File: src/rtl/dilithium_pkg.sv
// ---------------------------------------------------------------------------
// dilithium_pkg
// Shared constants and coefficient/product types for the Dilithium arithmetic
// datapath. The multiplier (mul_d_pipe) and the downstream Barrett reducer
// (red_d) both import this package, so the product type here is exactly what
// red_d expects on its input.
// ---------------------------------------------------------------------------
package dilithium_pkg;

    localparam int W_D = 23;
    localparam int Q_D = 8380417;

    typedef logic [W_D-1:0]   coeff_t;
    typedef logic [2*W_D-1:0] prod_t;

endpackage

File: src/rtl/mul_d_stage.sv
// ---------------------------------------------------------------------------
// mul_d_stage
// One register slice of a valid/ready pipeline. It holds a payload plus its
// valid bit. The slice advances when it is empty or when the next slice (or
// the consumer) takes its current contents. An empty slice therefore accepts
// new data even when everything downstream is stalled, so bubbles collapse.
//
// Ports:
//   i_clk    clock
//   i_rst_n  asynchronous active-low reset (clears valid and payload)
//   i_valid  upstream has a payload this cycle
//   o_ready  this slice advances this cycle (combinational from i_ready)
//   i_data   upstream payload
//   o_valid  this slice holds a payload
//   i_ready  downstream advances / consumes this cycle
//   o_data   held payload
// ---------------------------------------------------------------------------
module mul_d_stage #(
    parameter int PW = 8
) (
    input  logic          i_clk,
    input  logic          i_rst_n,
    input  logic          i_valid,
    output logic          o_ready,
    input  logic [PW-1:0] i_data,
    output logic          o_valid,
    input  logic          i_ready,
    output logic [PW-1:0] o_data
);

    logic          r_valid;
    logic [PW-1:0] r_data;
    logic          w_adv;

    assign w_adv   = !r_valid || i_ready;
    assign o_ready = w_adv;
    assign o_valid = r_valid;
    assign o_data  = r_data;

    // Payload is only loaded on a real transfer so that a held value never
    // gets overwritten by garbage on a bubble.
    always_ff @(posedge i_clk or negedge i_rst_n) begin
        if (!i_rst_n) begin
            r_valid <= 1'b0;
            r_data  <= '0;
        end else if (w_adv) begin
            r_valid <= i_valid;
            if (i_valid) begin
                r_data <= i_data;
            end
        end
    end

endmodule

File: src/rtl/mul_d_pipe.sv
// ---------------------------------------------------------------------------
// mul_d_pipe
// Three-stage pipelined W x W unsigned multiplier for Dilithium coefficients,
// feeding the red_d Barrett reducer. Valid/ready handshake on both sides,
// full throughput, capacity of three operations, sideband tag carried with
// each product.
//
//   S1: register a, b, tag
//   S2: register partial products a*b[SPLIT-1:0] and a*b[W-1:SPLIT]
//   S3: register (pp_hi << SPLIT) + pp_lo  (output register)
//
// Optional build macro: MUL_D_RANGE_CHECK_EN
//   When defined, a flag (a >= Q || b >= Q) is captured in S1, travels with
//   the data and appears on err_o together with the affected product.
//   When undefined, no flag is carried and err_o is tied low.
//
// Ports:
//   clk_i      clock
//   rst_ni     asynchronous active-low reset
//   valid_i    input operands valid
//   ready_o    block accepts operands this cycle
//   a_i, b_i   operands, expected in [0, Q-1] (larger values still exact)
//   tag_i      sideband tag
//   valid_o    product valid
//   ready_i    downstream ready
//   product_o  exact unsigned a*b
//   tag_o      tag accompanying product_o
//   err_o      range error flag (range-check build only)
// ---------------------------------------------------------------------------
module mul_d_pipe
    import dilithium_pkg::*;
#(
    parameter int W     = W_D,
    parameter int Q     = Q_D,
    parameter int SPLIT = 12,
    parameter int TAG_W = 8
) (
    input  logic             clk_i,
    input  logic             rst_ni,
    input  logic             valid_i,
    output logic             ready_o,
    input  logic [W-1:0]     a_i,
    input  logic [W-1:0]     b_i,
    input  logic [TAG_W-1:0] tag_i,
    output logic             valid_o,
    input  logic             ready_i,
    output logic [2*W-1:0]   product_o,
    output logic [TAG_W-1:0] tag_o,
    output logic             err_o
);

`ifdef MUL_D_RANGE_CHECK_EN
    localparam int FW = 1;
`else
    localparam int FW = 0;
`endif

    localparam int LO_W = W + SPLIT;
    localparam int HI_W = 2*W - SPLIT;
    localparam int S1_W = 2*W + TAG_W + FW;
    localparam int S2_W = LO_W + HI_W + TAG_W + FW;
    localparam int S3_W = 2*W + TAG_W + FW;

    logic [S1_W-1:0] w_s1_in, w_s1_out;
    logic [S2_W-1:0] w_s2_in, w_s2_out;
    logic [S3_W-1:0] w_s3_in, w_s3_out;
    logic            w_s1_valid, w_s2_valid;
    logic            w_s2_ready, w_s3_ready;

    logic [W-1:0]    w_a1, w_b1;
    logic [LO_W-1:0] w_pp_lo, w_pp_lo2;
    logic [HI_W-1:0] w_pp_hi, w_pp_hi2;
    logic [2*W-1:0]  w_prod;

    // Operand b is split so each stage-2 multiplier stays narrow; the upper
    // slice is shifted back into place in stage 3.
    assign w_a1    = w_s1_out[TAG_W +: W];
    assign w_b1    = w_s1_out[TAG_W+W +: W];
    assign w_pp_lo = LO_W'(w_a1) * LO_W'(w_b1[SPLIT-1:0]);
    assign w_pp_hi = HI_W'(w_a1) * HI_W'(w_b1[W-1:SPLIT]);

    assign w_pp_lo2 = w_s2_out[TAG_W +: LO_W];
    assign w_pp_hi2 = w_s2_out[TAG_W+LO_W +: HI_W];
    assign w_prod   = ((2*W)'(w_pp_hi2) << SPLIT) + (2*W)'(w_pp_lo2);

`ifdef MUL_D_RANGE_CHECK_EN
    localparam logic [W:0] Q_EXT = Q[W:0];
    logic w_flag;
    assign w_flag  = ({1'b0, a_i} >= Q_EXT) || ({1'b0, b_i} >= Q_EXT);
    assign w_s1_in = {w_flag, b_i, a_i, tag_i};
    assign w_s2_in = {w_s1_out[S1_W-1], w_pp_hi, w_pp_lo, w_s1_out[TAG_W-1:0]};
    assign w_s3_in = {w_s2_out[S2_W-1], w_prod, w_s2_out[TAG_W-1:0]};
    // Gated by valid so the flag never shows on an idle output.
    assign err_o   = w_s3_out[S3_W-1] && valid_o;
`else
    assign w_s1_in = {b_i, a_i, tag_i};
    assign w_s2_in = {w_pp_hi, w_pp_lo, w_s1_out[TAG_W-1:0]};
    assign w_s3_in = {w_prod, w_s2_out[TAG_W-1:0]};
    assign err_o   = 1'b0;
`endif

    assign product_o = w_s3_out[TAG_W +: 2*W];
    assign tag_o     = w_s3_out[TAG_W-1:0];

    // Ready ripples backwards combinationally: each slice advances when it
    // is empty or its successor advances.
    mul_d_stage #(.PW(S1_W)) u_s1 (
        .i_clk   (clk_i),
        .i_rst_n (rst_ni),
        .i_valid (valid_i),
        .o_ready (ready_o),
        .i_data  (w_s1_in),
        .o_valid (w_s1_valid),
        .i_ready (w_s2_ready),
        .o_data  (w_s1_out)
    );

    mul_d_stage #(.PW(S2_W)) u_s2 (
        .i_clk   (clk_i),
        .i_rst_n (rst_ni),
        .i_valid (w_s1_valid),
        .o_ready (w_s2_ready),
        .i_data  (w_s2_in),
        .o_valid (w_s2_valid),
        .i_ready (w_s3_ready),
        .o_data  (w_s2_out)
    );

    mul_d_stage #(.PW(S3_W)) u_s3 (
        .i_clk   (clk_i),
        .i_rst_n (rst_ni),
        .i_valid (w_s2_valid),
        .o_ready (w_s3_ready),
        .i_data  (w_s3_in),
        .o_valid (valid_o),
        .i_ready (ready_i),
        .o_data  (w_s3_out)
    );

endmodule

File: config.mk
export PLATFORM = sky130hd
export DESIGN_NAME = mul_d_pipe
export DESIGN_NICKNAME = d
export VERILOG_FILES = /design/src/rtl/dilithium_pkg.sv /design/src/rtl/mul_d_stage.sv /design/src/rtl/mul_d_pipe.sv
export SDC_FILE = /design/constraint.sdc
export NUM_CORES = 2
export LEC_CHECK = 0
export CAP_MARGIN = 20
export CORE_MARGIN = 4
export CORE_UTILIZATION = 45
export CTS_CLUSTER_SIZE = 14
export DETAILED_ROUTE_END_ITERATION = 10
export MAX_ROUTING_LAYER = met4
export SYNTH_ARGS = -nofsm -noshare
export SYNTH_HDL_FRONTEND = slang
export SYNTH_HIERARCHICAL = 1
export SYNTH_SLANG_ARGS = --single-unit
File: constraint.sdc
create_clock -name clk_i -period 17.13 [get_ports clk_i]
set_input_delay 3.426 -clock clk_i [delete_from_list [all_inputs] [get_ports clk_i]]
set_output_delay 3.426 -clock clk_i [all_outputs]
set_load 0.005 [all_outputs]
==> run summary <==
Top delay family on crit path: buffers and inverters
CP bufs+invs: 2
Worst-skew pair later-pin latency: 0.51 ns
Slowest CP cell: clkdlybuf4s50_1
Post-synth EDFFs: 0
Die width: 246 um
First-pass GRT wire length: 101 mm
Flops & latches, synth: 188
Fin. max-slew vios: 0
RSZ-0062 raised after global routing: false
Hpwl dp: 46.0 mm
Vias in the first global route: 19000
Worst-path clk slew: 0.08 ns
Commonest cells post-synth: inv_1 (439), fa_1 (399), nand2_1 (392)
Main synth FF type: dfrtp_1
Dpl ws: 8.86 ns
Post-Syn Nets: 3191
Die area: 0.0604 mm2
Post_cts resized: 0
Setup CP Type: input pin to output port
DRC violations left: 0
Post-CTS Setup Inserts: 0
TritonCTS clock tree: done
Data required, critical path: 13.70 ns
Outcome: finished clean
Crit path top cell by count: nand2b_4
CP Launch Type: input pin
Min Tclk post-route: 8.26 ns
Asr flop ratio synth: 1.00
Synth Warn #: 6
Antenna Violating Nets Remaining: 0
H-tree depth: 4
Hold Path Class: register to register
Hold-fix buffers, CTS: 0
CORE AREA: 0.0555 mm2
Max_cap viols: 0
Synth Instances: 2566
Detailed Route WL: 59.9 mm
Initial DRC count: 1114
Final setup margin: 8.87 ns
Post-Synthesis Cell Area: 0.0254 mm2
GRT Total Usage: 0.216
Pre-Repair DR Iteration Count: 6
Top cell type's share of synthesized area: 0.314
Via count: 17500
Root Driver: clkbuf_16
Critical path arrival: 4.84 ns
Die H: 246 um
Largest net degree at the start of global routing: 67
Clk sinks: 188
Fmax: 0.121 GHz
CP endpoint kind: output port
Clock Tree Buf Depth: 2
Final period util: 0.482
Nets: 3212
Row count: 86
Clk_skew: 0.0234 ns
Cts bufs inserted: 17
Layout area overhead: 8.77%
Initial antenna violation count: 0
Setup TNS Final: 0 ns
Most frequent cell after synthesis: inv_1
CP max stage delay: 0.50 ns
Fin. Hold Viols: 0
Drt wl/cell: 17.9 um
Critical path peak fanout: 3
Gr ovfl total: 0
Dominant cells by area after synthesis: fa_1 (31%), dfrtp_1 (18%), ha_1 (8.3%), mux2_4 (7.7%), inv_1 (6.5%)
Placer Congestion: 0.892
# IOs: 115
Final setup viols: 0
Slew HR: 0.235
Vias per inst: 5.23
# diodes: 0
Seq/Total Area, Yosys: 0.185
Mean post-synth cell area: 9.91 um2
Post-synth top area cell: fa_1
Slew @ Worst Pin: 1.15 ns
Initial Utilization: 0.458
Post-synth cell types: 72
Crit path cell chain: clkdlybuf4s50_1 > nand2b_4 > nand2b_4 > nand2b_4 > clkdlybuf4s50_1
Layout cells sized above 1: 0.0988
I/O Buffers: 113
## worst reg2reg max path, stage by stage, from the launching register on
cell	delay [ns]
dfrtp_1	1.11
nand2_1	0.21
fa_1	0.59
inv_1	0.05
fa_1	0.55
fa_1	0.43
fa_1	0.50
inv_1	0.05
fa_1	0.47
inv_1	0.04
ha_1	0.35
a21oi_1	0.19
o21ai_1	0.10
a21o_1	0.18
a21oi_1	0.25
a31oi_1	0.20
a311oi_2	0.53
o21ai_1	0.16
xor2_1	0.18
mux2_2	0.27
## sequential cells by signal (all words and copies together) (netlist names)
| signal | flops |
|---|---|
| u_s2/o_data | 77 |
| u_s1/o_data | 54 |
| u_s3/o_data | 54 |
| u_s1/o_valid | 1 |
| u_s2/o_valid | 1 |
| u_s3/o_valid | 1 |
## final timing paths
kind	from	endpoint	slack (ns)	depth (start not counted)
worst max-delay path	ready_i	ready_o	8.87	5
worst min-delay path	u_s2/o_data[15]	u_s3/o_data[15]	0.49	1
worst max register to register	u_s1/o_data[14]	u_s2/o_data[37]	10.59	19
worst min register to register	u_s2/o_data[15]	u_s3/o_data[15]	0.49	1
max in group asynchronous	rst_ni	u_s2/o_data[26]	12.20	3
min in group asynchronous	rst_ni	u_s1/o_data[36]	2.90	1
## kinds of logic after synthesis
group / Yosys count / synth area share
AO/OA/AOI/OAI: 233 / 0.0602
XOR/XNOR: 86 / 0.0296
adder cells (fa/ha/maj): 567 / 0.397
buffers and inverters: 568 / 0.0886
flip-flops: 188 / 0.185
multiplexers: 186 / 0.101
other: 1 / 0.000147
AND/OR/NAND/NOR: 737 / 0.138
## area by class of cell
type | count | area (um2)
multi-input combinational | 1810 | 18500
clock buffer | 18 | 439
sequential | 188 | 4700
timing repair buffer | 131 | 1270
tap | 748 | 936
inverter | 439 | 1650
clock inverter | 14 | 188
fill | 5153 | 27900
## metal layers
metal  vias up  track usage  wire (um)
met1      9003        0.303      28400
met3        67       0.0335       3000
met2       453        0.332      27300
met5         -            -          0
met4         0       0.0557       1160
li1       7987            -          -
## cells in the final DEF, fill, tap and decap left out, drive strengths merged, types with 4 or more instances in the layout
master	instances
dfrtp	188
fa	399
inv	446
o21a	8
a21o	31
nor2	53
xor2	32
clkinv	7
o21ai	48
and3	12
a211oi	10
ha	168
clkdlybuf4s50	112
nand2	395
nor3	10
or3	4
xnor2	54
buf	18
a21oi	77
o211ai	9
o21bai	4
clkbuf	19
mux2	185
nor2b	10
nand3	24
nand4	11
nand2b	15
a31oi	11
and2	191
o22a	4
## stage by stage
stage / instances / cell area [um2] / utilization / hold WS (ns)
4_1_cts: 3348 / 27700 / 0.498 / 0.493
3_5_place_dp: 3316 / 27000 / 0.487 / 0.488
5_1_grt: 3348 / 27700 / 0.498 / 0.517
3_3_place_gp: 3316 / 27000 / 0.487 / 0.482
6_report: 3348 / 27700 / 0.498 / 0.492
2_1_floorplan: 2566 / 25400 / - / 0.476
Power is not shown: default switching activity piles up to over one toggle a cycle in this logic, so the estimate is an artifact.
